--- src/rtl/wb_host_master_if.sv ---
// Command/response handshake and Wishbone bus bundle for wb_host_master.
// The master modport is the initiator side; slave is the host/bench side.
interface wb_host_master_if;
  logic        cmd_valid;
  logic        cmd_ready;
  logic        cmd_we;
  logic [31:0] cmd_adr;
  logic [31:0] cmd_dat;
  logic [3:0]  cmd_sel;

  logic        rsp_valid;
  logic        rsp_ready;
  logic [31:0] rsp_dat;
  logic        rsp_timeout;

  logic        wbm_cyc_o;
  logic        wbm_stb_o;
  logic        wbm_we_o;
  logic [3:0]  wbm_sel_o;
  logic [31:0] wbm_adr_o;
  logic [31:0] wbm_dat_o;
  logic        wbm_ack_i;
  logic [31:0] wbm_dat_i;

  modport master (
    input  cmd_valid, cmd_we, cmd_adr,
    input  cmd_dat, cmd_sel,
    output cmd_ready,
    output rsp_valid, rsp_dat, rsp_timeout,
    input  rsp_ready,
    output wbm_cyc_o, wbm_stb_o, wbm_we_o,
    output wbm_sel_o, wbm_adr_o, wbm_dat_o,
    input  wbm_ack_i, wbm_dat_i
  );

  modport slave (
    output cmd_valid, cmd_we, cmd_adr,
    output cmd_dat, cmd_sel,
    input  cmd_ready,
    input  rsp_valid, rsp_dat, rsp_timeout,
    output rsp_ready,
    input  wbm_cyc_o, wbm_stb_o, wbm_we_o,
    input  wbm_sel_o, wbm_adr_o, wbm_dat_o,
    output wbm_ack_i, wbm_dat_i
  );
endinterface

--- src/rtl/wb_host_master.sv ---
// Wishbone classic single-transfer initiator with slave timeout.
// One bus cycle per command; read data or write status returned per response.
module wb_host_master #(
  parameter int unsigned TIMEOUT_CYCLES = 15,
  parameter logic [31:0] TIMEOUT_DATA   = 32'hDEADDEAD
) (
  input  logic        wb_clk_i,
  input  logic        wb_rst_i,
  wb_host_master_if.master bus,
  output logic        busy,
  output logic [15:0] txn_count,
  output logic [7:0]  timeout_count
);

  typedef enum logic [1:0] {
    IDLE = 2'd0,
    BUS  = 2'd1,
    RESP = 2'd2
  } state_e;

  localparam logic [7:0] TO_LAST = 8'(TIMEOUT_CYCLES - 1);

  state_e state_q, state_d;

  logic        cyc_q, cyc_d;
  logic        we_q, we_d;
  logic [3:0]  sel_q, sel_d;
  logic [31:0] adr_q, adr_d;
  logic [31:0] wdat_q, wdat_d;
  logic        rvld_q, rvld_d;
  logic [31:0] rdat_q, rdat_d;
  logic        rto_q, rto_d;
  logic [15:0] txn_q, txn_d;
  logic [7:0]  tcnt_q, tcnt_d;
  logic [7:0]  wait_q, wait_d;

  logic accept;
  logic done;
  logic expire;

  assign bus.cmd_ready = (state_q == IDLE) & ~wb_rst_i;
  assign accept = bus.cmd_valid & bus.cmd_ready;
  assign expire = ~bus.wbm_ack_i & (wait_q == TO_LAST);
  assign done   = bus.wbm_ack_i | expire;

  always_ff @(posedge wb_clk_i or posedge wb_rst_i) begin
    if (wb_rst_i) state_q <= IDLE;
    else          state_q <= state_d;
  end

  always_comb begin
    state_d = state_q;
    unique case (state_q)
      IDLE:    if (accept)        state_d = BUS;
      BUS:     if (done)          state_d = RESP;
      RESP:    if (bus.rsp_ready) state_d = IDLE;
      default:                    state_d = IDLE;
    endcase
  end

  // Ack is checked before expiry so an ack on the last wait edge completes normally.
  always_comb begin
    cyc_d  = cyc_q;
    we_d   = we_q;
    sel_d  = sel_q;
    adr_d  = adr_q;
    wdat_d = wdat_q;
    rvld_d = rvld_q;
    rdat_d = rdat_q;
    rto_d  = rto_q;
    txn_d  = txn_q;
    tcnt_d = tcnt_q;
    wait_d = wait_q;
    unique case (state_q)
      IDLE: begin
        if (accept) begin
          cyc_d  = 1'b1;
          we_d   = bus.cmd_we;
          sel_d  = bus.cmd_sel;
          adr_d  = bus.cmd_adr;
          wdat_d = bus.cmd_dat;
          wait_d = 8'd0;
        end
      end
      BUS: begin
        if (bus.wbm_ack_i) begin
          cyc_d  = 1'b0;
          rvld_d = 1'b1;
          rdat_d = bus.wbm_dat_i;
          rto_d  = 1'b0;
          txn_d  = txn_q + 16'd1;
        end else if (expire) begin
          cyc_d  = 1'b0;
          rvld_d = 1'b1;
          rdat_d = TIMEOUT_DATA;
          rto_d  = 1'b1;
          txn_d  = txn_q + 16'd1;
          if (tcnt_q != 8'hFF) tcnt_d = tcnt_q + 8'd1;
        end else begin
          wait_d = wait_q + 8'd1;
        end
      end
      RESP: begin
        if (bus.rsp_ready) rvld_d = 1'b0;
      end
      default: ;
    endcase
  end

  always_ff @(posedge wb_clk_i or posedge wb_rst_i) begin
    if (wb_rst_i) begin
      cyc_q  <= 1'b0;
      we_q   <= 1'b0;
      sel_q  <= 4'd0;
      adr_q  <= 32'd0;
      wdat_q <= 32'd0;
      rvld_q <= 1'b0;
      rdat_q <= 32'd0;
      rto_q  <= 1'b0;
      txn_q  <= 16'd0;
      tcnt_q <= 8'd0;
      wait_q <= 8'd0;
    end else begin
      cyc_q  <= cyc_d;
      we_q   <= we_d;
      sel_q  <= sel_d;
      adr_q  <= adr_d;
      wdat_q <= wdat_d;
      rvld_q <= rvld_d;
      rdat_q <= rdat_d;
      rto_q  <= rto_d;
      txn_q  <= txn_d;
      tcnt_q <= tcnt_d;
      wait_q <= wait_d;
    end
  end

  assign bus.wbm_cyc_o   = cyc_q;
  assign bus.wbm_stb_o   = cyc_q;
  assign bus.wbm_we_o    = we_q;
  assign bus.wbm_sel_o   = sel_q;
  assign bus.wbm_adr_o   = adr_q;
  assign bus.wbm_dat_o   = wdat_q;
  assign bus.rsp_valid   = rvld_q;
  assign bus.rsp_dat     = rdat_q;
  assign bus.rsp_timeout = rto_q;

  assign busy          = (state_q != IDLE);
  assign txn_count     = txn_q;
  assign timeout_count = tcnt_q;

endmodule

--- src/flat_wrapper.sv ---
// flat-port wrapper written by rule: the top's interface ports become plain ports
module wb_host_master_flat 
#(
  parameter int unsigned TIMEOUT_CYCLES = 15,
  parameter logic [31:0] TIMEOUT_DATA   = 32'hDEADDEAD
)
  (wb_clk_i, wb_rst_i, busy, txn_count, timeout_count, bus_cmd_valid, bus_cmd_we, bus_cmd_adr, bus_cmd_dat, bus_cmd_sel, bus_cmd_ready, bus_rsp_valid, bus_rsp_dat, bus_rsp_timeout, bus_rsp_ready, bus_wbm_cyc_o, bus_wbm_stb_o, bus_wbm_we_o, bus_wbm_sel_o, bus_wbm_adr_o, bus_wbm_dat_o, bus_wbm_ack_i, bus_wbm_dat_i);
  wb_host_master_if bus_i ();
  input  logic wb_clk_i;
  input  logic wb_rst_i;
  output logic busy;
  output logic [15:0] txn_count;
  output logic [7:0] timeout_count;
  input wire logic [$bits(bus_i.cmd_valid)-1:0] bus_cmd_valid;
  input wire logic [$bits(bus_i.cmd_we)-1:0] bus_cmd_we;
  input wire logic [$bits(bus_i.cmd_adr)-1:0] bus_cmd_adr;
  input wire logic [$bits(bus_i.cmd_dat)-1:0] bus_cmd_dat;
  input wire logic [$bits(bus_i.cmd_sel)-1:0] bus_cmd_sel;
  output wire logic [$bits(bus_i.cmd_ready)-1:0] bus_cmd_ready;
  output wire logic [$bits(bus_i.rsp_valid)-1:0] bus_rsp_valid;
  output wire logic [$bits(bus_i.rsp_dat)-1:0] bus_rsp_dat;
  output wire logic [$bits(bus_i.rsp_timeout)-1:0] bus_rsp_timeout;
  input wire logic [$bits(bus_i.rsp_ready)-1:0] bus_rsp_ready;
  output wire logic [$bits(bus_i.wbm_cyc_o)-1:0] bus_wbm_cyc_o;
  output wire logic [$bits(bus_i.wbm_stb_o)-1:0] bus_wbm_stb_o;
  output wire logic [$bits(bus_i.wbm_we_o)-1:0] bus_wbm_we_o;
  output wire logic [$bits(bus_i.wbm_sel_o)-1:0] bus_wbm_sel_o;
  output wire logic [$bits(bus_i.wbm_adr_o)-1:0] bus_wbm_adr_o;
  output wire logic [$bits(bus_i.wbm_dat_o)-1:0] bus_wbm_dat_o;
  input wire logic [$bits(bus_i.wbm_ack_i)-1:0] bus_wbm_ack_i;
  input wire logic [$bits(bus_i.wbm_dat_i)-1:0] bus_wbm_dat_i;
  assign bus_i.cmd_valid = bus_cmd_valid;
  assign bus_i.cmd_we = bus_cmd_we;
  assign bus_i.cmd_adr = bus_cmd_adr;
  assign bus_i.cmd_dat = bus_cmd_dat;
  assign bus_i.cmd_sel = bus_cmd_sel;
  assign bus_cmd_ready = bus_i.cmd_ready;
  assign bus_rsp_valid = bus_i.rsp_valid;
  assign bus_rsp_dat = bus_i.rsp_dat;
  assign bus_rsp_timeout = bus_i.rsp_timeout;
  assign bus_i.rsp_ready = bus_rsp_ready;
  assign bus_wbm_cyc_o = bus_i.wbm_cyc_o;
  assign bus_wbm_stb_o = bus_i.wbm_stb_o;
  assign bus_wbm_we_o = bus_i.wbm_we_o;
  assign bus_wbm_sel_o = bus_i.wbm_sel_o;
  assign bus_wbm_adr_o = bus_i.wbm_adr_o;
  assign bus_wbm_dat_o = bus_i.wbm_dat_o;
  assign bus_i.wbm_ack_i = bus_wbm_ack_i;
  assign bus_i.wbm_dat_i = bus_wbm_dat_i;
  wb_host_master #(.TIMEOUT_CYCLES(TIMEOUT_CYCLES), .TIMEOUT_DATA(TIMEOUT_DATA)) u_core (.wb_clk_i(wb_clk_i), .wb_rst_i(wb_rst_i), .bus(bus_i), .busy(busy), .txn_count(txn_count), .timeout_count(timeout_count));
endmodule
--- config.mk ---
export PLATFORM = sky130hd
export DESIGN_NAME = wb_host_master_flat
export DESIGN_NICKNAME = d
export VERILOG_FILES = /design/src/rtl/wb_host_master_if.sv /design/src/rtl/wb_host_master.sv /design/src/flat_wrapper.sv
export SDC_FILE = /design/constraint.sdc
export NUM_CORES = 1
export LEC_CHECK = 0
export ABC_AREA = 1
export BUFFER_PORTS_ARGS = -buffer_cell sky130_fd_sc_hd__clkbuf_2
export CAP_MARGIN = 20
export CORE_MARGIN = 2
export CORE_UTILIZATION = 45
export DETAILED_ROUTE_END_ITERATION = 8
export PLACE_DENSITY = 0.79
export SYNTH_ARGS = -nofsm -noshare
export SYNTH_HDL_FRONTEND = slang
export SYNTH_SLANG_ARGS = --single-unit
--- constraint.sdc ---
create_clock -name wb_clk_i -period 10.99 [get_ports wb_clk_i]
set_input_delay 1.099 -clock wb_clk_i [delete_from_list [all_inputs] [get_ports wb_clk_i]]
set_output_delay 1.099 -clock wb_clk_i [all_outputs]
set_load 0.01 [all_outputs]
==> impl_metrics.env, run 1 <==
export IMPL_tightest_slew_ps=942
export IMPL_max_freq_ghz=0.307
export IMPL_antenna_found_initial=0
export IMPL_p_leak_nw=4.38
export IMPL_grt_usage_pct=21.0
export IMPL_yosysTopAreaCellShare_pct=57.2
export IMPL_powerDensity_nw_per_um2=229
export IMPL_cts_hold_buf=0
export IMPL_n_antenna_cell=0
export IMPL_start_util_pct=45.8
export IMPL_holdPathStages=2
export IMPL_status="completed"
export IMPL_dp_hpwl_um=10100
export IMPL_drive_above_1_share_pct=28.8
export IMPL_port_buffers=236
export IMPL_ff2ff_setup_slack_ps=8450
export IMPL_htreeDepth=4
export IMPL_hold_viol_final=0
export IMPL_period_share_pct=29.7
export IMPL_place_ws_ps=7730
export IMPL_endpoint_kind="primary output"
export IMPL_dieArea_um2=14400
export IMPL_coreArea_um2=13200
export IMPL_critPathMaxStageDelay_ps=530
export IMPL_critPathLaunchType="input port"
export IMPL_final_area_um2=7890
export IMPL_overflow=0
export IMPL_via_per_inst=4.75
export IMPL_slew_headroom_pct=37.1
export IMPL_drt_iter0_drc=272
export IMPL_r2r_end="u_core.bus.wbm_dat_o[30]$_DFFE_PP0P_"
export IMPL_peakVddDrop_mv=0.109
export IMPL_hold_class="reg2reg"
export IMPL_cp_cell_sequence="clkbuf_2 -> nor2_4 -> buf_4 -> clkbuf_2"
export IMPL_drv_slew=0
export IMPL_synth_area_um2=6040
export IMPL_synth_distinct_cells=24
export IMPL_post_cts_resized=0
export IMPL_post_cts_buffers=0
export IMPL_vias=5451
export IMPL_postSynthAreaPerCell_um2=8.23
export IMPL_ios=237
export IMPL_fill_cells=1192
export IMPL_grt_max_degree=72
export IMPL_place_area_um2=7310
export IMPL_rows=42
export IMPL_wire_per_inst_um=12.6
export IMPL_final_common_cell="nand2_1"
export IMPL_grt_pass1_wl_um=24500
export IMPL_fin_setup_tns_ps=0
export IMPL_layout_common_cells="nand2_1, clkbuf_2, dfrtp_1"
export IMPL_holdWs_ps=467
export IMPL_cp_max_fo=71
export IMPL_die_h_um=120
export IMPL_final_cells=1148
export IMPL_synth_seq_cells=138
export IMPL_clock_sinks=138
export IMPL_drc=0
export IMPL_routed_wl_um=14500
export IMPL_postSynthNetCount=844
export IMPL_r2r_cells=8
export IMPL_ant_nets=0
export IMPL_drtPass1Iterations=4
export IMPL_skew_ps=6.55
export IMPL_path_class="in2out"
export IMPL_critPathSlowestCell="buf_4"
export IMPL_cpMostUsedCell="clkbuf_2"
export IMPL_rsz0062_at_grt="no"
export IMPL_finalPower_mw=1.81
export IMPL_synth_yosys_seq_area_share_pct=57.2
export IMPL_cap_violations=0
export IMPL_clock_root_buffer="clkbuf_16"
export IMPL_min_to="u_core.bus.rsp_dat[4]$_DFFE_PP0P_"
export IMPL_final_util_pct=59.8
export IMPL_r2r_start="u_core.state_q[0]$_DFFE_PP0P_"
export IMPL_clk_pin_slew_worst_paths_ps=60
export IMPL_place_gp_congestion=0.843
export IMPL_nets=1069
export IMPL_area_delta_synth_final_pct=30.6
export IMPL_yosysWarnings=0
export IMPL_required_ps=9890
export IMPL_cts_tree="built"
export IMPL_numCtsBuffers=17
export IMPL_setup_viol=0
export IMPL_worst_slack_ps=7730
export IMPL_synth_top_cell_by_area="dfrtp_1"
export IMPL_synthTopCellsByArea="dfrtp_1, nand2_1, nand3_1"
export IMPL_netlist_instances=734
export IMPL_dieWidth_um=120
export IMPL_finalCriticalPeriod_ps=3260
export IMPL_critPathArrivalTime_ps=2160
export IMPL_worstHoldStart="u_core.bus.rsp_dat[4]$_DFFE_PP0P_"
export IMPL_grt_pass1_vias=5205
export IMPL_clock_latency_ps=410
export IMPL_place_inst=1116
export IMPL_clk_path_buf_depth=2
layout make-up:
type                    instances  area (µm²)  area share (%)
inverters                      28         110            1.40
multi-input cells             534        2320            29.3
clock buffers                  21         460            5.83
well taps                     176         220            2.79
flip-flops and latches        138        3450            43.8
clock inverters                11         121            1.54
repair buffers                240        1210            15.3
worst max-delay path: cells and delay by family:
kind	cells	cell delay [ps]
buf+inv	3	920
simple gates	1	110
worst max path at each step:
stage	cells past startpoint	start	to
CTS	4	wb_rst_i	bus_cmd_ready
finish	4	wb_rst_i	bus_cmd_ready
detailed placement	4	wb_rst_i	bus_cmd_ready
global placement	4	wb_rst_i	bus_cmd_ready
global route	4	wb_rst_i	bus_cmd_ready
floorplan	1	wb_rst_i	u_core.bus.rsp_dat[0]$_DFFE_PP0P_
cell families (layout without fill, tap and decap cells):
group | after synthesis | after routing | share of synthesized area, %
adder cells (fa/ha/maj) | 4 | 4 | 0.828
AO/OA/AOI/OAI | 17 | 17 | 1.64
XOR/XNOR | 13 | 13 | 1.88
buffers and inverters | 62 | 300 | 4.56
AND/OR/NAND/NOR | 500 | 500 | 33.9
flip-flops | 138 | 138 | 57.2
cell usage after synthesis (all sizes together):
cell type and instances:
dfrtp 138, o31ai 1, nor3b 2, nor2 99, buf 15, xor2 6, nand2 294, a21oi 3
clkbuf 19, nor3 1, nand3 98, nand4 4, xnor2 7, inv 28, ha 4, o21ai 13
nand3b 2
metal layers:
layer	vias up	GRT usage, %	part of all wire, %
met2	202	33.0	46
met1	2480	27.3	43
met3	21	6.75	8.5
met4	0	7.94	2.0
met5	-	0	0
li1	2748	-	-
power by group:
part           switching (mW)  internal (mW)
clock                   0.210          0.345
combinational           0.294          0.194
sequential             0.0994          0.668
total                   0.604           1.21
sequential cells by signal, summed over array words and instances, names as in the netlist:
name,cells
u_core.timeout_count,8
u_core.wait_q,8
u_core.bus.rsp_valid,1
u_core.bus.wbm_cyc_o,1
u_core.bus.rsp_timeout,1
u_core.bus.wbm_dat_o,32
u_core.txn_count,16
u_core.bus.wbm_sel_o,4
u_core.state_q,2
u_core.bus.wbm_we_o,1
u_core.bus.wbm_adr_o,32
u_core.bus.rsp_dat,32
Note: power is estimated with default switching activity, not from simulation.
==> inputs of run 2 (changes only) <==
- ABC_AREA: 1 -> 0
- PLACE_DENSITY: 0.79 -> 0.8
- clock period: 10.99 -> 3.1 ns (I/O delays scaled with it)
==> impl_metrics.env, run 2 <==
export IMPL_status="completed"
export IMPL_coreArea_um2=12000
export IMPL_drive_above_1_share_pct=36.0
export IMPL_slew_headroom_pct=47.7
export IMPL_powerDensity_nw_per_um2=868
export IMPL_clk_pin_slew_worst_paths_ps=60
export IMPL_die_h_um=115
export IMPL_numCtsBuffers=17
export IMPL_start_util_pct=46.2
export IMPL_ios=237
export IMPL_rows=40
export IMPL_finalCriticalPeriod_ps=2200
export IMPL_grt_usage_pct=21.2
export IMPL_via_per_inst=4.96
export IMPL_synthTopCellsByArea="dfrtp_1, nand2_1, o22a_1"
export IMPL_cts_tree="built"
export IMPL_clk_path_buf_depth=2
export IMPL_synth_ff_type="dfrtp_1"
export IMPL_critPathLaunchType="flop"
export IMPL_critPathArrivalTime_ps=2550
export IMPL_dp_hpwl_um=9340
export IMPL_wire_per_inst_um=14.4
export IMPL_synth_top_cell_by_area="dfrtp_1"
export IMPL_r2r_start="u_core.wait_q[0]$_DFFE_PP0P_"
export IMPL_synth_seq_cells=138
export IMPL_skew_ps=6.80
export IMPL_drc=0
export IMPL_async_flop_share_pct=100
export IMPL_grt_pass1_vias=4538
export IMPL_netlist_instances=539
export IMPL_final_area_um2=7400
export IMPL_max_freq_ghz=0.454
export IMPL_n_antenna_cell=0
export IMPL_path_class="reg2reg"
export IMPL_period_share_pct=71.0
export IMPL_grt_pass1_wl_um=21900
export IMPL_port_buffers=236
export IMPL_routed_wl_um=13400
export IMPL_hold_viol_final=0
export IMPL_tightest_slew_ps=782
export IMPL_nets=882
export IMPL_synth_distinct_cells=41
export IMPL_synth_yosys_seq_area_share_pct=62.2
export IMPL_dieArea_um2=13200
export IMPL_vias=4622
export IMPL_place_inst=899
export IMPL_postSynthNetCount=649
export IMPL_final_common_cell="clkbuf_2"
export IMPL_overflow=0
export IMPL_rsz0062_at_grt="no"
export IMPL_yosysWarnings=0
export IMPL_required_ps=3450
export IMPL_synth_area_um2=5550
export IMPL_cp_cell_sequence="inv_1 -> ha_1 -> or4b_4 -> o31ai_4 -> and2_1 -> a221o_1"
export IMPL_clock_latency_ps=410
export IMPL_place_gp_congestion=0.795
export IMPL_layout_common_cells="clkbuf_2, nand2_1, dfrtp_1"
export IMPL_drv_slew=0
export IMPL_drtPass1Iterations=4
export IMPL_htreeDepth=4
export IMPL_dieWidth_um=115
export IMPL_worstHoldStart="bus_cmd_dat[30]"
export IMPL_setup_viol=0
export IMPL_postSynthAreaPerCell_um2=10.3
export IMPL_final_cells=931
export IMPL_critPathSlowestCell="or4b_4"
export IMPL_antenna_found_initial=0
export IMPL_p_leak_nw=4.05
export IMPL_final_util_pct=61.6
export IMPL_endpoint_kind="flop"
export IMPL_yosysTopAreaCellShare_pct=62.2
export IMPL_ant_nets=0
export IMPL_clock_root_buffer="clkbuf_16"
export IMPL_drt_iter0_drc=211
export IMPL_synth_common_cells="nand2_1, dfrtp_1, o22a_1"
export IMPL_clock_sinks=138
export IMPL_hold_class="in2reg"
export IMPL_crit_path_start="u_core.wait_q[0]$_DFFE_PP0P_"
export IMPL_area_delta_synth_final_pct=33.3
export IMPL_fin_setup_tns_ps=0
export IMPL_cp_max_fo=11
export IMPL_synth_most_common_cell="nand2_1"
export IMPL_grt_max_degree=94
export IMPL_cap_violations=0
export IMPL_peakVddDrop_mv=0.543
export IMPL_place_area_um2=6850
export IMPL_critPathMaxStageDelay_ps=490
export IMPL_finalPower_mw=6.42
export IMPL_synth_edf_count=0
==> run 2: cell count changes in the layout (fill, tap and decap cells not counted), moves of 5 or more <==
cell     change
nor3_1      +12
xnor2_1      -5
xor2_1      +14
nor2_1      -92
inv_1       -23
nor4_1       +5
o21ai_0     -13
nand2_1     -75
nand3_1     -81
a22o_1      +10
o22a_1      +23
==> run 2: final cells by class <==
class	count	area [µm²]
repair buffers	243	1250
fillers	1045	4610
flip-flops and latches	138	3450
clock inverters	6	38.8
well taps	147	184
multi-input cells	366	1940
clock buffers	25	505
inverters	6	26.3
==> run 2: worst max-delay path, delay by kind of cell (launching register included) <==
kind | cells | cell delay, ps
buffers and inverters | 1 | 80
and+or+nand+nor | 2 | 850
DFF | 1 | 420
adders and majority gates | 1 | 160
AOI/OAI and AO/OA | 2 | 630
==> run 2: per-stage QoR <==
stage | setup slack [ps] | hold WS (ps)
5_1_grt | 784 | 80.9
2_1_floorplan | 1070 | 402
3_3_place_gp | 967 | 296
4_1_cts | 917 | 67.3
6_report | 900 | 86.6
3_5_place_dp | 936 | 294
==> run 2: repair_timing <==
item                      CTS  global route
hold endpoints to repair    9             0
hold buffers                1             0
resized for setup           0             0
buffers inserted            0             0
==> run 2: logic make-up after synthesis <==
kind of cell,synth area share [%]
multiplexers,0.406
adder cells (fa/ha/maj),0.902
flip-flops,62.2
buffers and inverters,2.82
AO/OA/AOI/OAI,7.94
AND/OR/NAND/NOR,22.2
XOR/XNOR,3.47
==> run 2: worst paths after layout <==
kind / end / slack [ps] / cells after the start
hold / removal: u_core.bus.wbm_dat_o[30]$_DFFE_PP0P_ / 90 / 3
min in group asynchronous: u_core.wait_q[6]$_DFFE_PP0P_ / 420 / 3
setup reg to reg: u_core.wait_q[2]$_DFFE_PP0P_ / 900 / 6
setup / recovery: u_core.wait_q[2]$_DFFE_PP0P_ / 900 / 6
max in group asynchronous: u_core.bus.wbm_dat_o[10]$_DFFE_PP0P_ / 1950 / 4
hold reg to reg: u_core.txn_count[15]$_DFFE_PP0P_ / 470 / 1
==> run 2: power by group <==
part	switching (mW)	total [mW]	internal (mW)	leakage [nW]
Sequential	0.419	2.82	2.40	1.70
Combinational	0.982	1.76	0.783	2.09
Clock	0.716	1.84	1.12	0.265
==> run 2: per-layer routing <==
layer | global-route usage, % | wire length (µm)
met5 | 0 | 0
met4 | 8.19 | 240
met3 | 7.17 | 1050
met2 | 34.7 | 6570
met1 | 26.2 | 5550
==> inputs of run 3 (changes only) <==
- clock period: 3.1 -> 2.1 ns (I/O delays scaled with it)
==> impl_metrics.env, run 3 (same netlist as run 2, synthesis figures left out) <==
export IMPL_status="completed"
export IMPL_grt_max_degree=71
export IMPL_path_class="reg2reg"
export IMPL_skew_ps=6.91
export IMPL_critPathMaxStageDelay_ps=500
export IMPL_r2r_end="u_core.wait_q[3]$_DFFE_PP0P_"
export IMPL_crit_family="compound AO/OA/AOI/OAI gates"
export IMPL_drv_slew=0
export IMPL_setup_viol=0
export IMPL_p_leak_nw=4.44
export IMPL_cap_violations=0
export IMPL_slew_headroom_pct=61.0
export IMPL_grt_usage_pct=25.6
export IMPL_worstHoldStart="bus_wbm_dat_i[6]"
export IMPL_finalCriticalPeriod_ps=1970
export IMPL_ios=237
export IMPL_critPathArrivalTime_ps=2270
export IMPL_tightest_slew_ps=584
export IMPL_die_h_um=115
export IMPL_holdPathStages=2
export IMPL_vias=5175
export IMPL_dieWidth_um=115
export IMPL_required_ps=2410
export IMPL_wire_per_inst_um=16.1
export IMPL_crit_buf_inv=1
export IMPL_grt_pass1_wl_um=26100
export IMPL_powerDensity_nw_per_um2=1250
export IMPL_clock_latency_ps=420
export IMPL_drc=0
export IMPL_drive_above_1_share_pct=34.3
export IMPL_place_gp_congestion=0.800
export IMPL_endpoint_kind="flop"
export IMPL_fin_setup_tns_ps=0
export IMPL_post_cts_buffers=0
export IMPL_rsz0062_at_grt="no"
export IMPL_cts_tree="built"
export IMPL_fill_cells=854
export IMPL_drtPass1Iterations=5
export IMPL_drt_iter0_drc=285
export IMPL_layout_common_cells="clkbuf_2, nand2_1, dfrtp_1"
export IMPL_peakVddDrop_mv=0.642
export IMPL_hold_viol_final=0
export IMPL_htreeDepth=4
export IMPL_hold_class="in2reg"
export IMPL_clk_pin_slew_worst_paths_ps=60
export IMPL_clock_sinks=138
export IMPL_holdWs_ps=16.2
export IMPL_via_per_inst=5.14
export IMPL_cp_cell_sequence="ha_1 -> or4b_4 -> o31ai_4 -> buf_4 -> o31ai_1 -> a21o_1"
export IMPL_start_util_pct=46.2
export IMPL_overflow=0
export IMPL_dieArea_um2=13200
export IMPL_clock_root_buffer="clkbuf_16"
export IMPL_routed_wl_um=16200
export IMPL_antenna_found_initial=0
export IMPL_max_freq_ghz=0.508
export IMPL_area_delta_synth_final_pct=49.1
export IMPL_critPathSlowestCell="or4b_4"
export IMPL_n_antenna_cell=0
export IMPL_r2r_start="u_core.wait_q[1]$_DFFE_PP0P_"
export IMPL_ff2ff_setup_slack_ps=130
export IMPL_nets=957
export IMPL_period_share_pct=93.7
export IMPL_port_buffers=236
export IMPL_coreArea_um2=12000
export IMPL_critPathLaunchType="flop"
export IMPL_min_to="u_core.bus.rsp_dat[6]$_DFFE_PP0P_"
export IMPL_clk_path_buf_depth=2
export IMPL_r2r_cells=6
export IMPL_dp_hpwl_um=9660
export IMPL_final_common_cell="clkbuf_2"
export IMPL_cp_max_fo=7
export IMPL_final_util_pct=68.9
export IMPL_ant_nets=0
export IMPL_grt_pass1_vias=5221
export IMPL_numCtsBuffers=17
export IMPL_rows=40
==> run 3: worst max-delay path by stage <==
stage | endpoint | depth (start not counted) | start
final | u_core.wait_q[3]$_DFFE_PP0P_ | 6 | u_core.wait_q[1]$_DFFE_PP0P_
after detailed placement | u_core.wait_q[6]$_DFFE_PP0P_ | 5 | u_core.wait_q[1]$_DFFE_PP0P_
after CTS | u_core.wait_q[1]$_DFFE_PP0P_ | 5 | u_core.wait_q[1]$_DFFE_PP0P_
after floorplan | u_core.bus.rsp_dat[0]$_DFFE_PP0P_ | 1 | wb_rst_i
after global placement | u_core.wait_q[6]$_DFFE_PP0P_ | 6 | u_core.wait_q[0]$_DFFE_PP0P_
after global routing | u_core.wait_q[4]$_DFFE_PP0P_ | 7 | u_core.wait_q[0]$_DFFE_PP0P_
==> run 3: cell type report <==
| class | count | area [µm²] | share of cell area, % |
|---|---|---|---|
| Clock buffer | 21 | 470 | 5.69 |
| Clock inverter | 11 | 191 | 2.31 |
| Inverter | 6 | 26.3 | 0.318 |
| Multi-Input combinational cell | 366 | 1940 | 23.5 |
| Sequential cell | 138 | 3450 | 41.7 |
| Tap cell | 147 | 184 | 2.22 |
| Timing Repair Buffer | 318 | 2000 | 24.2 |
==> run 3: power breakdown <==
| group | internal (mW) | total (mW) | switching (mW) |
|---|---|---|---|
| Combinational | 1.28 | 2.88 | 1.60 |
| Clock | 2.20 | 3.32 | 1.12 |
| Sequential | 3.55 | 4.16 | 0.616 |
==> run 3: per-stage QoR <==
step / setup slack (ps) / instance area [µm²] / power (mW) / cells
after CTS: 99.5 / 8260 / 10.3 / 1006
final: 132 / 8270 / 10.4 / 1007
after floorplan: 169 / 5550 / 5.54 / 539
after detailed placement: 107 / 6940 / 6.88 / 908
after global placement: 169 / 6940 / 6.77 / 908
after global routing: 44.6 / 8270 / 10.9 / 1007
==> run 3: metal layers <==
metal	wire length, µm	global-route usage (%)
met4	582	11.6
met5	0	0
met1	6180	31.0
met3	1230	7.96
met2	8220	42.3
==> run 3: what timing repair did <==
item | CTS | global route
setup endpoints to repair | 0 | 3
hold endpoints to repair | 83 | 1
hold buffers | 66 | 1
resized for setup | 0 | 1
